<file path="config.mk">
export PLATFORM = sky130hd
export DESIGN_NAME = morse_encoder
export DESIGN_NICKNAME = d
export VERILOG_FILES = /design/src/rtl/morse_encoder.sv
export SDC_FILE = /design/constraint.sdc
export NUM_CORES = 1
export LEC_CHECK = 0
export ABC_AREA = 1
export BUFFER_PORTS_ARGS = -buffer_cell sky130_fd_sc_hd__buf_2
export CAP_MARGIN = 20
export CORE_UTILIZATION = 48
export CTS_CLUSTER_DIAMETER = 80
export DETAILED_ROUTE_END_ITERATION = 6
export GPL_ROUTABILITY_DRIVEN = 0
export PLACE_DENSITY = 0.74
export SYNTH_ARGS = -nofsm -noshare
export SYNTH_HDL_FRONTEND = slang
export SYNTH_SLANG_ARGS = --single-unit
</file>
<file path="constraint.sdc">
create_clock -name clk -period 2.85 [get_ports clk]
set_input_delay 0.285 -clock clk [delete_from_list [all_inputs] [get_ports clk]]
set_output_delay 0.285 -clock clk [all_outputs]
set_load 0.05 [all_outputs]
</file>
<file path="src/rtl/morse_encoder.sv">
// Keys a captured 64-bit buffer of up to eight character codes out as International Morse on `tone`.
// Bytes are consumed low byte first; the first 8'h00 ends the transmission.
module morse_encoder #(
   parameter int UNIT_CYCLES = 25_000_000,
   parameter int CNT_W       = 32
) (
   input  logic        clk,
   input  logic        rst,
   input  logic        start,
   input  logic [63:0] chars_in,
   output logic        busy,
   output logic        done,
   output logic        tone,
   output logic [2:0]  char_idx
);

   typedef enum logic [2:0] {
      S_IDLE = 3'd0,
      S_LOAD = 3'd1,
      S_MARK = 3'd2,
      S_SGAP = 3'd3,
      S_CGAP = 3'd4,
      S_WGAP = 3'd5,
      S_FIN  = 3'd6
   } state_t;

   localparam logic [CNT_W-1:0] LAST_1U = CNT_W'(UNIT_CYCLES - 1);
   localparam logic [CNT_W-1:0] LAST_3U = CNT_W'(3 * UNIT_CYCLES - 1);
   localparam logic [CNT_W-1:0] LAST_4U = CNT_W'(4 * UNIT_CYCLES - 1);

   // Pattern ROM: {length, symbols}; symbol 0 in bit 0, 1 = dash; length 0 = not a Morse character.
   function automatic logic [7:0] morse_rom(input logic [7:0] code);
      logic [7:0] rom;
      case (code)
         8'h41: rom = {3'd2, 5'b00010}; // A
         8'h42: rom = {3'd4, 5'b00001};
         8'h43: rom = {3'd4, 5'b00101};
         8'h44: rom = {3'd3, 5'b00001};
         8'h45: rom = {3'd1, 5'b00000};
         8'h46: rom = {3'd4, 5'b00100};
         8'h47: rom = {3'd3, 5'b00011};
         8'h48: rom = {3'd4, 5'b00000};
         8'h49: rom = {3'd2, 5'b00000};
         8'h4A: rom = {3'd4, 5'b01110};
         8'h4B: rom = {3'd3, 5'b00101};
         8'h4C: rom = {3'd4, 5'b00010};
         8'h4D: rom = {3'd2, 5'b00011};
         8'h4E: rom = {3'd2, 5'b00001};
         8'h4F: rom = {3'd3, 5'b00111};
         8'h50: rom = {3'd4, 5'b00110};
         8'h51: rom = {3'd4, 5'b01011};
         8'h52: rom = {3'd3, 5'b00010};
         8'h53: rom = {3'd3, 5'b00000};
         8'h54: rom = {3'd1, 5'b00001};
         8'h55: rom = {3'd3, 5'b00100};
         8'h56: rom = {3'd4, 5'b01000};
         8'h57: rom = {3'd3, 5'b00110};
         8'h58: rom = {3'd4, 5'b01001};
         8'h59: rom = {3'd4, 5'b01101};
         8'h5A: rom = {3'd4, 5'b00011};
         8'h30: rom = {3'd5, 5'b11111}; // 0
         8'h31: rom = {3'd5, 5'b11110};
         8'h32: rom = {3'd5, 5'b11100};
         8'h33: rom = {3'd5, 5'b11000};
         8'h34: rom = {3'd5, 5'b10000};
         8'h35: rom = {3'd5, 5'b00000};
         8'h36: rom = {3'd5, 5'b00001};
         8'h37: rom = {3'd5, 5'b00011};
         8'h38: rom = {3'd5, 5'b00111};
         8'h39: rom = {3'd5, 5'b01111};
         default: rom = {3'd0, 5'b00000};
      endcase
      return rom;
   endfunction

   state_t            state_q, state_d;
   logic [63:0]       buf_q, buf_d;
   logic [CNT_W-1:0]  cnt_q, cnt_d;
   logic [4:0]        sym_q, sym_d;
   logic [2:0]        left_q, left_d;
   logic [2:0]        idx_q, idx_d;
   logic              tone_q, tone_d;
   logic              busy_q, busy_d;
   logic              done_q, done_d;
   logic [7:0]        rom_s;

   // Next-state, datapath and registered-output decode.
   always_comb begin
      state_d = state_q;
      buf_d   = buf_q;
      cnt_d   = cnt_q;
      sym_d   = sym_q;
      left_d  = left_q;
      idx_d   = idx_q;
      rom_s   = morse_rom(buf_q[7:0]);
      case (state_q)
         S_IDLE: begin
            if (start) begin
               buf_d   = chars_in;
               idx_d   = 3'd0;
               cnt_d   = {CNT_W{1'b0}};
               state_d = S_LOAD;
            end else begin
               state_d = S_IDLE;
            end
         end
         S_LOAD: begin
            cnt_d = {CNT_W{1'b0}};
            if (buf_q[7:0] == 8'h00) begin
               state_d = S_FIN;
            end else if (rom_s[7:5] != 3'd0) begin
               sym_d   = rom_s[4:0];
               left_d  = rom_s[7:5];
               state_d = S_MARK;
            end else if (buf_q[7:0] == 8'h20) begin
               state_d = S_WGAP;
            end else begin
               // Unsupported code: drop it at the cost of this one LOAD cycle.
               buf_d = {8'h00, buf_q[63:8]};
               idx_d = idx_q + 3'd1;
            end
         end
         S_MARK: begin
            if (cnt_q == (sym_q[0] ? LAST_3U : LAST_1U)) begin
               cnt_d = {CNT_W{1'b0}};
               if (left_q > 3'd1) begin
                  sym_d   = {1'b0, sym_q[4:1]};
                  left_d  = left_q - 3'd1;
                  state_d = S_SGAP;
               end else begin
                  state_d = S_CGAP;
               end
            end else begin
               cnt_d = cnt_q + CNT_W'(1);
            end
         end
         S_SGAP: begin
            if (cnt_q == LAST_1U) begin
               cnt_d   = {CNT_W{1'b0}};
               state_d = S_MARK;
            end else begin
               cnt_d = cnt_q + CNT_W'(1);
            end
         end
         S_CGAP, S_WGAP: begin
            if (cnt_q == ((state_q == S_CGAP) ? LAST_3U : LAST_4U)) begin
               cnt_d   = {CNT_W{1'b0}};
               buf_d   = {8'h00, buf_q[63:8]};
               idx_d   = idx_q + 3'd1;
               state_d = S_LOAD;
            end else begin
               cnt_d = cnt_q + CNT_W'(1);
            end
         end
         S_FIN: begin
            state_d = S_IDLE;
         end
         default: begin
            state_d = S_IDLE;
         end
      endcase
      tone_d = (state_d == S_MARK);
      busy_d = (state_d != S_IDLE);
      done_d = (state_d == S_FIN);
   end

   // State, datapath and output registers; reset drops the key line at once.
   always_ff @(posedge clk or negedge rst) begin
      if (!rst) begin
         state_q <= S_IDLE;
         buf_q   <= 64'h0;
         cnt_q   <= {CNT_W{1'b0}};
         sym_q   <= 5'd0;
         left_q  <= 3'd0;
         idx_q   <= 3'd0;
         tone_q  <= 1'b0;
         busy_q  <= 1'b0;
         done_q  <= 1'b0;
      end else begin
         state_q <= state_d;
         buf_q   <= buf_d;
         cnt_q   <= cnt_d;
         sym_q   <= sym_d;
         left_q  <= left_d;
         idx_q   <= idx_d;
         tone_q  <= tone_d;
         busy_q  <= busy_d;
         done_q  <= done_d;
      end
   end

   assign tone     = tone_q;
   assign busy     = busy_q;
   assign done     = done_q;
   assign char_idx = idx_q;

endmodule

</file>
# Word-level counts from Yosys, hierarchy flattened
# Memory sizes are Yosys's and may differ from the RTL's.
# Cells that the tools add are included.
[word_totals]
memories = 1
output_inout_bits = 6
rom_bits = 1024
ff_bits = 113
input_bits = 67
[classes]
eq_ne = 19
add_sub_neg = 3
n_reduce_logical = 11
n_lt_le_gt_ge = 1
mux = 39
[memory_table]
columns = ["memory", "depth", "width", "read_ports", "rd_ports_with_merged_regs", "wr", "line_no", "text"]
rows = [
  ["(no name shown)", 128, 8, 1, 0, 0, "34", "case (code)"],
]
[op_table]
columns = ["cell", "n"]
rows = [
  ["2-to-1 mux 64 bit", 5],
  ["case mux 64 bit (3 select lines)", 1],
  ["case mux 32 bit (5 select lines)", 1],
  ["2-to-1 mux 32 bit", 4],
  ["equality test 32 x 27 -> 1 bit", 2],
  ["2-to-1 mux 3 bit", 16],
  ["adder 32 x 1 -> 32 bit, second input constant", 1],
  ["equality test 32 x 25 -> 1 bit, second input constant", 1],
  ["2-to-1 mux 27 bit", 1],
  ["2-to-1 mux 25 bit", 1],
  ["2-to-1 mux 5 bit", 4],
  ["!= test 2 bit, second input constant", 8],
  ["case mux 3 bit (5 select lines)", 1],
  ["case mux 5 bit (2 select lines)", 1],
  ["equality test 3 x 2 -> 1 bit, second input constant", 3],
  ["equality test 3 bit, second input constant", 3],
  ["case mux 3 bit (3 select lines)", 1],
  ["nonzero test 3 bit", 3],
  ["equality test 8 x 6 -> 1 bit, second input constant", 1],
  ["zero test 8 bit", 1],
  ["2-to-1 mux 8 bit", 1],
  ["case mux 3 bit (2 select lines)", 1],
  ["AND reduction 6 bit", 1],
  ["AND reduction 5 bit", 1],
  ["other kinds (10)", 10],
]

# Logic depth before layout (Yosys ltp)
# Gate-level depths: netlist (run 1).
# An unclocked memory read counts as a cell.
[depth]
depth_word = 7
depth_mapped = 18

# Least setup slack after synthesis (run 1)
# No wires, ideal clock.
[synth_timing]
kind = "reg-to-reg"
start = "reg buf_q[0]"
end = "reg buf_q[28]"
stages_incl_launch_ff = 18
required_ps = 2734
slack_ps = 841
n_path_buf = 2
setup_ps = 116
period_less_slack_ps = 2009
arrival_ps = 1893
cell_sequence = "dfrtp_1 -> inv_1 -> ha_1 -> inv_1 -> nand2_1 -> nand2_1 -> nand2_1 -> nand2_1 -> nor2_1 -> nand2_1 -> nand2_1 -> nand2_1 -> nand3_1 -> nand2_2 -> buf_4 -> buf_4 -> nand3_1 -> nand2_1"
[synth_between]
elab_chain_cells = 5
word_cells_on_any_way = 9
[synth_rtl]
columns = ["element", "line_no", "text"]
rows = [
  ["start, declared", "77", "logic [63:0] buf_q, buf_d;"],
  ["start signal, assigned", "181", "buf_q <= buf_d;"],
  ["memory (128 x 8 bit)", "n/a", ""],
  ["2-to-1 mux 8 bit", "34", ""],
  ["nonzero test 3 bit", "111", "end else if (rom_s[7:5] != 3'd0) begin"],
  ["!= test 2 bit (no line)", "n/a", ""],
  ["AND reduction 6 bit (no line) *", "n/a", ""],
]
# Mark *: on every way between the ends. The rest lies on a longest branch, timed or not.
# A chain may end at the register's enable or synchronous reset.

# Worst setup path after layout (run 1)
[layout_timing]
start = "reg buf_q[0]"
end = "reg buf_q[1]"
# Same word-level chain as after synthesis.

==> results of run 1 <==
cells by family (layout without fill, tap and decap cells):
group | count (synthesis) | count (layout)
simple gates | 650 | 650
fa+ha+maj | 14 | 14
compound gates | 98 | 98
buf+inv | 127 | 199
flops | 113 | 113
xor+xnor | 22 | 22
layout make-up:
type / instances / area share (%)
multi-input combinational: 784 / 44.51
sequential: 113 / 35.30
timing repair buffer: 84 / 6.153
clock buffer: 21 / 5.622
inverter: 83 / 3.889
tap: 180 / 2.811
clock inverter: 11 / 1.718
synthesized netlist by cell type, types with 2 or more instances:
library cell and instances:
nor4_1 3, o21ai_0 46, o21ai_1 8, buf_4 6, o2111ai_1 2, nor3_1 16
nor2_1 73, nor2_2 4, buf_6 8, buf_1 5, inv_2 11, a21oi_2 4
nand2_1 443, buf_2 9, xnor2_1 3, nand2_2 3, xor2_1 19, clkbuf_1 16
inv_1 71, a21oi_1 17, nand3_1 92, o22ai_1 17, ha_1 14, nand4_1 12
dfrtp_1 113
tightest hold or removal path: stages:
cell and delay [ns]:
buf_2 0.09, nand2_1 0.05, o21ai_0 0.07
through the flow:
stage               total power, mW  std cells  hold WS [ns]  cell area, µm²
floorplan                     5.291       1024      -0.01059            6962
global placement              5.888       1243        0.4241            7413
finish                        8.060       1276        0.1244            8011
detailed placement            5.940       1243        0.4273            7413
CTS                           8.102       1276        0.1191            8011
global route                  8.753       1276        0.1386            8011
power breakdown:
group	total (mW)	switching (mW)	leakage, nW	internal [mW]
clock network	2.13	0.743	0.283	1.39
registers	2.50	0.367	1.47	2.13
logic	3.43	2.32	2.40	1.11
flip-flops by register name, indices dropped and copies added, names as in the netlist, 3 cells and up:
name	flops
char_idx	3
state_q	3
left_q	3
cnt_q	32
buf_q	64
sym_q	5
worst paths after layout:
| check | start | endpoint | cells after the start |
|---|---|---|---|
| worst max-delay path | buf_q[0] | buf_q[1] | 17 |
| worst min-delay path | chars_in[59] | buf_q[59] | 3 |
| worst max register to register | buf_q[0] | buf_q[1] | 17 |
| max in group asynchronous | rst | buf_q[5] | 3 |
| worst min register to register | buf_q[26] | buf_q[26] | 2 |
| min in group asynchronous | rst | buf_q[63] | 3 |
metal layers:
layer / track usage [%] / vias up
li1: - / 3368
met1: 34.17 / 3001
met2: 36.20 / 178
met3: 4.740 / 15
met4: 7.470 / 0
met5: 0 / -
==> impl_metrics.json, run 1 <==
{
  "async_reset_ff_share_pct": 100.0,
  "tightest_slew_ns": 0.6534,
  "hpwl_um": 11090,
  "synthAdderAreaFrac_pct": 2.516,
  "netlist_area_um2": 6962,
  "synthSimpleGateAreaFrac_pct": 38.10,
  "yosysSeqAreaShare_pct": 40.62,
  "io_buffers": 72,
  "power_density_nw_per_um2": 1006,
  "die_x_um": 122.4,
  "top_layer": "met4",
  "viasPerCell": 5.143,
  "post-route-period-util_pct": 86.94,
  "wl_met1_um": 8073,
  "fp.dieH_um": 122.4,
  "grt_pass1_wl_um": 28230,
  "synth_area_leaders": "dfrtp_1 41%, nand2_1 24%, nand3_1 6.6%",
  "drive_gt1_share_pct": 12.77,
  "grtUsageTotal_pct": 23.85,
  "outcome": "finished, final reports clean",
  "synthDistinctLibCells": 34,
  "fmax_mhz": 403.6,
  "initial_utilization_pct": 49.77,
  "pre_cts_ws_ns": 0.4159,
  "yosys.area.top_type": "dfrtp_1",
  "hold_viol_final": 0,
  "ant_nets": 0,
  "final_util_pct": 57.27,
  "diodes": 0,
  "clock_path_buffers": 2,
  "cts_made_buffers": 17,
  "final_common_cell": "nand2_1",
  "peakVddDrop_mv": 0.5738,
  "synth_compound_area_share_pct": 7.800,
  "holdBufCountCts": 1,
  "netlist.area_leader.share_pct": 40.62,
  "final_nets": 1164,
  "synth-edff-count": 0,
  "synth_cells": 1024,
  "wl_met2_um": 7407,
  "end_kind": "flip-flop",
  "post-route-drc-count": 0,
  "cts_tree": "done",
  "crit_buf_inv": 3,
  "wl_met3_um": 805,
  "avgSynthCellArea_um2": 6.799,
  "crit_top_cell": "nand2_1",
  "clock_latency_ns": 0.42,
  "drt-total-wl_um": 16430,
  "setup-tns-final_ns": 0,
  "area_growth_pct": 15.08,
  "layout_setup_ws_ns": 0.3721,
  "rsz0062_at_grt": "false",
  "p_leak_nw": 4.155,
  "drt-pass1-iter-count": 7,
  "path_clk_slew_ns": 0.05,
  "critical_path.max_fanout": 24,
  "ios": 73,
  "antenna_found_initial": 0,
  "multiInputGateArea_um2": 3566,
  "drv_cap": 0,
  "htree_levels": 4,
  "hp-class": "in2reg",
  "avgRoutedWirePerCell_um": 12.87,
  "seqCellArea_um2": 2828,
  "post_cts.repair.setup_buffers": 0,
  "coreArea_um2": 13990,
  "yosys_warnings": 0,
  "cpPeakStageDelay_ns": 0.42,
  "cp_top_family": "simple AND/OR/NAND/NOR gates",
  "crit_type": "reg2reg",
  "layout_common_cells": "442 x nand2_1, 113 x dfrtp_1, 92 x nand3_1",
  "grt_pass1_vias": 6038,
  "cts_num_sinks": 113,
  "slowest_stage": "dfrtp_1",
  "drv_slew": 0,
  "synth_xor_area_share_pct": 2.768,
  "cts_resized": 0,
  "critPathLaunchType": "flip-flop",
  "synth_top_family_by_area": "simple AND/OR/NAND/NOR gates",
  "synth_nets": 1105,
  "grt_max_degree": 114,
  "path_cells": "inv_1 > ha_1 > inv_1 > nand2_1 > nand2_1 > nand2_1 > nand2_1 > nor2_1 > nand2_1 > nand2_1 > nand2_1 > nand3_1 > nand2_2 > nand2_2 > buf_4 > nor2_1 > a21oi_1",
  "grt_overflow": 0,
  "routed-via-count": 6562,
  "finClkSkew_ns": 0.02265,
  "ys.flop_type": "dfrtp_1",
  "synth.area.mux_share_pct": 0,
  "slew-limit-headroom_pct": 56.04,
  "n_fill_cell": 1363,
  "drt_iter0_drc": 558,
  "die-area_um2": 14990,
  "row_count": 43,
  "ys_ff_latch": 113,
  "setup_viol": 0,
  "root_buffer": "clkbuf_16",
  "arrival_ns": 2.81,
  "reg2reg_slack_ns": 0.37,
  "min_period_ns": 2.478,
  "cp.required_ns": 3.18
}
No activity file was read; power rests on OpenSTA's default activity.
==> run 2, diff against run 1 <==
Settings changed: ABC_AREA 1 to unset.
==> run 2 against run 1 <==
Compared with the run above: register-to-register slack worse by 0.24 ns; cell count down 23%; cell area up 0.36%; hold slack worse by 0.030 ns; clock power up 5%; sequential share of layout area down 0.095 points; utilization up 3.0 points; critical path type unchanged; critical endpoint is now cnt_q[28]; largest power group unchanged.
==> impl_metrics.json, run 2 <==
{
  "outcome": "finished, final reports clean",
  "synthTopCellsByCount": "143 x a21oi_1, 113 x dfrtp_1, 65 x mux2i_1, 35 x nor2_1, 35 x o21ai_0",
  "multiInputGateArea_um2": 3507,
  "rr_worst_depth": 8,
  "peakVddDrop_mv": 0.6675,
  "largestRegisters": "buf_q x64, cnt_q x32, sym_q x5",
  "grt_max_degree": 89,
  "slowest_stage": "or4_1",
  "post-route-drc-count": 0,
  "die_x_um": 119.5,
  "yosysSeqAreaShare_pct": 42.66,
  "avgRoutedWirePerCell_um": 17.07,
  "grt_overflow": 0,
  "drt_iter0_drc": 562,
  "synth-edff-count": 0,
  "critical_path.max_fanout": 12,
  "ios": 73,
  "synth_area_leaders": "dfrtp_1 43%, a21oi_1 11%, mux2i_1 9.8%",
  "final_nets": 875,
  "cpPeakStageDelay_ns": 0.57,
  "slew-limit-headroom_pct": 49.42,
  "async_reset_ff_share_pct": 100.0,
  "cp.required_ns": 3.14,
  "hp-class": "in2reg",
  "cts_num_sinks": 113,
  "fmax_mhz": 367.5,
  "grtUsageTotal_pct": 24.41,
  "fp.dieH_um": 119.5,
  "area_growth_pct": 21.29,
  "yosys.area.top_type": "dfrtp_1",
  "finClkSkew_ns": 0.01119,
  "arrival_ns": 3.01,
  "n_fill_cell": 1108,
  "hold_depth": 2,
  "rsz0062_at_grt": "false",
  "htree_levels": 4,
  "place_inst": 949,
  "routed-via-count": 6001,
  "setup_viol": 0,
  "antenna_found_initial": 2,
  "grt_pass1_wl_um": 28000,
  "root_buffer": "clkbuf_16",
  "hold_viol_final": 0,
  "clock_path_buffers": 2,
  "critPathLaunchType": "flip-flop",
  "cts_made_buffers": 17,
  "synth_cells": 704,
  "initial_utilization_pct": 49.66,
  "end_kind": "flip-flop",
  "synthDistinctLibCells": 71,
  "drt-pass1-iter-count": 5,
  "cts_tree": "done",
  "p_leak_nw": 3.915,
  "path_cells": "nor4b_1 > nand4_1 > or4_1 > a2bb2oi_4 > a21oi_2 > buf_4 > o211ai_1 > o31ai_1",
  "setup-tns-final_ns": 0,
  "seqCellArea_um2": 2830,
  "path_clk_slew_ns": 0.06,
  "avgSynthCellArea_um2": 9.416,
  "clock_latency_ns": 0.42,
  "die-area_um2": 14280,
  "hpwl_um": 11320,
  "largest_reg_flops": 64,
  "grt_pass1_vias": 5891,
  "drv_cap": 0,
  "ys_ff_latch": 113,
  "layout_common_cells": "142 x a21oi_1, 111 x dfrtp_1, 71 x buf_2",
  "min_period_ns": 2.721,
  "netlist.area_leader.share_pct": 42.66,
  "drt-total-wl_um": 16810,
  "ant_nets": 0,
  "yosys_warnings": 0,
  "crit_type": "reg2reg",
  "power_density_nw_per_um2": 1027,
  "post-route-period-util_pct": 95.47,
  "final_common_cell": "a21oi_1",
  "drive_gt1_share_pct": 22.68,
  "tightest_slew_ns": 0.7559,
  "ys.flop_type": "dfrtp_1",
  "coreArea_um2": 13350,
  "row_count": 42,
  "drv_slew": 0,
  "synthMostInstantiatedCell": "a21oi_1",
  "final_cells": 985,
  "synth_nets": 785,
  "top_register": "buf_q",
  "netlist_area_um2": 6629,
  "io_buffers": 72,
  "viasPerCell": 6.092
}
## run 2: changes by cell type after synthesis, moves of 38 or more
| cell | change |
|---|---|
| nor2_1 | -38 |
| nand3_1 | -74 |
| inv_1 | -50 |
| mux2i_1 | +65 |
| a21oi_1 | +126 |
| nand2_1 | -411 |
## run 2: timing repair
item,4_1_cts,5_1_grt
setup buffers,0,1
resized for setup,0,11
endpoints found under the hold margin,25,0
setup endpoints to repair,0,72
hold buffers,1,0
## run 2: final timing paths
| check | slack [ns] | to | startpoint |
|---|---|---|---|
| worst max-delay path | 0.13 | cnt_q[28] | cnt_q[8] |
| worst min-delay path | 0.09 | buf_q[60] | chars_in[60] |
| worst max register to register | 0.13 | cnt_q[28] | cnt_q[8] |
| worst min register to register | 0.50 | sym_q[3] | sym_q[3] |
| max in group asynchronous | 1.71 | buf_q[1] | rst |
| min in group asynchronous | 0.32 | cnt_q[31] | rst |
## run 2: metal layers
metal / track usage [%] / share of wire (%)
met5: 0 / 0
met4: 11.41 / 2.8
met3: 5.846 / 6.3
met2: 37.17 / 47
met1: 32.83 / 44
## run 2: critical path: cells and delay by family (launching register included)
| family | cells | cell delay, ns |
|---|---|---|
| and+or+nand+nor | 3 | 1.26 |
| buffers and inverters | 1 | 0.22 |
| DFF | 1 | 0.39 |
| AOI/OAI and AO/OA | 4 | 0.74 |
## run 2: area by class of cell
cell class	count	area share (%)
antenna	2	0.06225
tap	176	2.739
timing repair buffer	119	9.602
multi-input combinational	520	43.62
clock buffer	17	5.291
clock inverter	15	2.412
sequential	113	35.20
inverter	23	1.074
## run 2: power by group
part           leakage, nW  internal [mW]  switching, mW
combinational         2.25           1.44           1.96
clock                0.300           1.40          0.835
sequential            1.37           2.15          0.471
## run 2: cell families (layout without fill, tap and decap cells)
family / count (synthesis) / count (layout) / synth area share [%]
AO/OA/AOI/OAI: 251 / 251 / 23.07
adder cells (fa/ha/maj): 14 / 14 / 2.643
buffers and inverters: 71 / 174 / 5.134
flip-flops: 113 / 113 / 42.66
multiplexers: 72 / 72 / 11.34
other: 0 / 2 / 0
AND/OR/NAND/NOR: 183 / 183 / 15.16
## run 2: through the flow
stage / instance area (µm²) / total power, mW / setup WS (ns) / utilization [%] / hold WS (ns)
2_1_floorplan: 6629 / 4.985 / 0.3062 / - / -0.01059
3_3_place_gp: 7362 / 5.744 / 0.1921 / 55.16 / 0.2157
3_5_place_dp: 7362 / 5.882 / 0.09529 / 55.16 / 0.2165
4_1_cts: 7991 / 8.172 / 0.06798 / 59.87 / 0.08359
5_1_grt: 8040 / 8.791 / 0.005218 / 60.24 / 0.08925
6_report: 8040 / 8.256 / 0.1291 / 60.24 / 0.09437
==> run 3, diff against run 2 <==
Settings changed: CORE_UTILIZATION 48 to 45, PLACE_DENSITY 0.74 to 0.71.
==> run 3 against run 2 <==
Compared with the run above: routed wire length up 0.32%; non-clock buffer count down 8; global-route usage decreased by 1.3 points; utilization decreased by 3.9 points; total power decreased by 1.5%; cell area down 0.78%; register-to-register slack got worse by 0.02 ns; via count fell by 3.0%; maximum frequency is 0.66% lower; largest power group unchanged; highest routed layer unchanged.
==> impl_metrics.json, run 3 (same netlist as run 2, synthesis figures left out) <==
{
  "outcome": "finished, final reports clean",
  "pre_cts_ws_ns": 0.009981,
  "die_x_um": 123.4,
  "io_buffers": 72,
  "die-area_um2": 15220,
  "layout_common_cells": "143 x a21oi_1, 112 x dfrtp_1, 71 x buf_2",
  "drt_iter0_drc": 539,
  "final_cells": 978,
  "drt-total-wl_um": 16860,
  "pwr-share-comb_pct": 40.8,
  "drv_cap": 0,
  "top_register": "buf_q",
  "cts_tree": "done",
  "arrival_ns": 3.04,
  "p_sw_share_pct": 38.56,
  "antenna_found_initial": 0,
  "p_clk_share_pct": 27.4,
  "drive_gt1_share_pct": 21.30,
  "p_seq_share_pct": 31.8,
  "grt_max_degree": 59,
  "power_mw": 8.130,
  "drt-pass1-iter-count": 5,
  "grt_pass1_wl_um": 27370,
  "cts_num_sinks": 113,
  "slowest_stage": "or4_1",
  "slew-limit-headroom_pct": 43.80,
  "cts_made_buffers": 17,
  "final_nets": 867,
  "row_count": 43,
  "end_kind": "flip-flop",
  "power_density_nw_per_um2": 1019,
  "crit_buf_inv": 1,
  "placed_area_um2": 7272,
  "largestRegisters": "buf_q x64, cnt_q x32, sym_q x5",
  "ant_nets": 0,
  "clock_latency_ns": 0.42,
  "final_common_cell": "a21oi_1",
  "diodes": 0,
  "peakVddDrop_mv": 0.5712,
  "grt_pass1_vias": 5534,
  "final_area_um2": 7978,
  "htree_levels": 4,
  "drv_slew": 0,
  "fin_hold_ws_ns": 0.08716,
  "hp-class": "in2reg",
  "post-route-drc-count": 0,
  "cp_top_family": "simple AND/OR/NAND/NOR gates",
  "ios": 73,
  "root_buffer": "clkbuf_16",
  "setup_viol": 0,
  "cp.required_ns": 3.15,
  "critPathLaunchType": "flip-flop",
  "hold_viol_final": 0,
  "fmax_mhz": 365.1,
  "p_int_mw": 4.995,
  "final_util_pct": 56.38,
  "grtUsageTotal_pct": 23.14,
  "critical_path.max_fanout": 14,
  "largest_reg_flops": 64,
  "setup-tns-final_ns": 0,
  "post-route-period-util_pct": 96.10,
  "finClkSkew_ns": 0.01006,
  "layout_setup_ws_ns": 0.1110,
  "routed-via-count": 5821,
  "power.switching_mw": 3.135,
  "clock_path_buffers": 2,
  "path_cells": "nor4b_1 > nand4_1 > buf_4 > or4_1 > a2bb2oi_4 > a21o_4 > o21ai_0 > a22o_1",
  "place_inst": 942,
  "path_clk_slew_ns": 0.05,
  "coreArea_um2": 14150,
  "crit_type": "reg2reg",
  "p_leak_nw": 3.861,
  "grt_overflow": 0,
  "hpwl_um": 11420,
  "min_period_ns": 2.739,
  "avgRoutedWirePerCell_um": 17.24,
  "tightest_slew_ns": 0.8398,
  "initial_utilization_pct": 46.85,
  "viasPerCell": 5.952,
  "cpPeakStageDelay_ns": 0.55,
  "fp.dieH_um": 123.4,
  "area_growth_pct": 20.35
}
==> run 3: final timing paths <==
path                                   start   endpoint  slack (ns)  cells after the start
worst min register to register      sym_q[3]   sym_q[3]        0.51                      1
worst min-delay path            chars_in[60]  buf_q[60]        0.09                      2
worst max-delay path                cnt_q[8]   cnt_q[5]        0.11                      8
max in group asynchronous                rst  buf_q[11]        1.67                      3
min in group asynchronous                rst   sym_q[1]        0.34                      2
worst max register to register      cnt_q[8]   cnt_q[5]        0.11                      8
==> run 3: area by class of cell <==
| class | instances | area [µm²] |
|---|---|---|
| fill | 1226 | 6172 |
| multi-input combinational | 520 | 3513 |
| sequential | 113 | 2829 |
| timing repair buffer | 111 | 706.9 |
| clock buffer | 18 | 429.2 |
| tap | 180 | 225.2 |
| clock inverter | 13 | 187.7 |
| inverter | 23 | 86.33 |
==> run 3: power by group through the flow <==
stage | logic [mW] | registers (mW) | clock network (mW)
floorplan | 2.51 | 2.48 | 0
global placement | 3.11 | 2.57 | 0
detailed placement | 3.22 | 2.59 | 0
CTS | 3.24 | 2.58 | 2.25
global route | 3.68 | 2.66 | 2.35
finish | 3.31 | 2.58 | 2.23
==> run 3: repair_timing <==
item	in CTS	in global routing
resized for setup	0	11
buffers inserted	0	4
hold buffers	1	0
pin swaps	1	4
hold endpoints to repair	27	0
endpoints found under the setup margin	1	85
==> run 3: per-layer routing <==
layer / part of all wire, % / track usage [%] / up-vias
met4: 1.5 / 7.756 / 0
met5: 0 / 0 / -
met1: 44 / 30.38 / 2842
li1: - / - / 2779
met2: 49 / 37.64 / 179
met3: 5.2 / 5.166 / 21
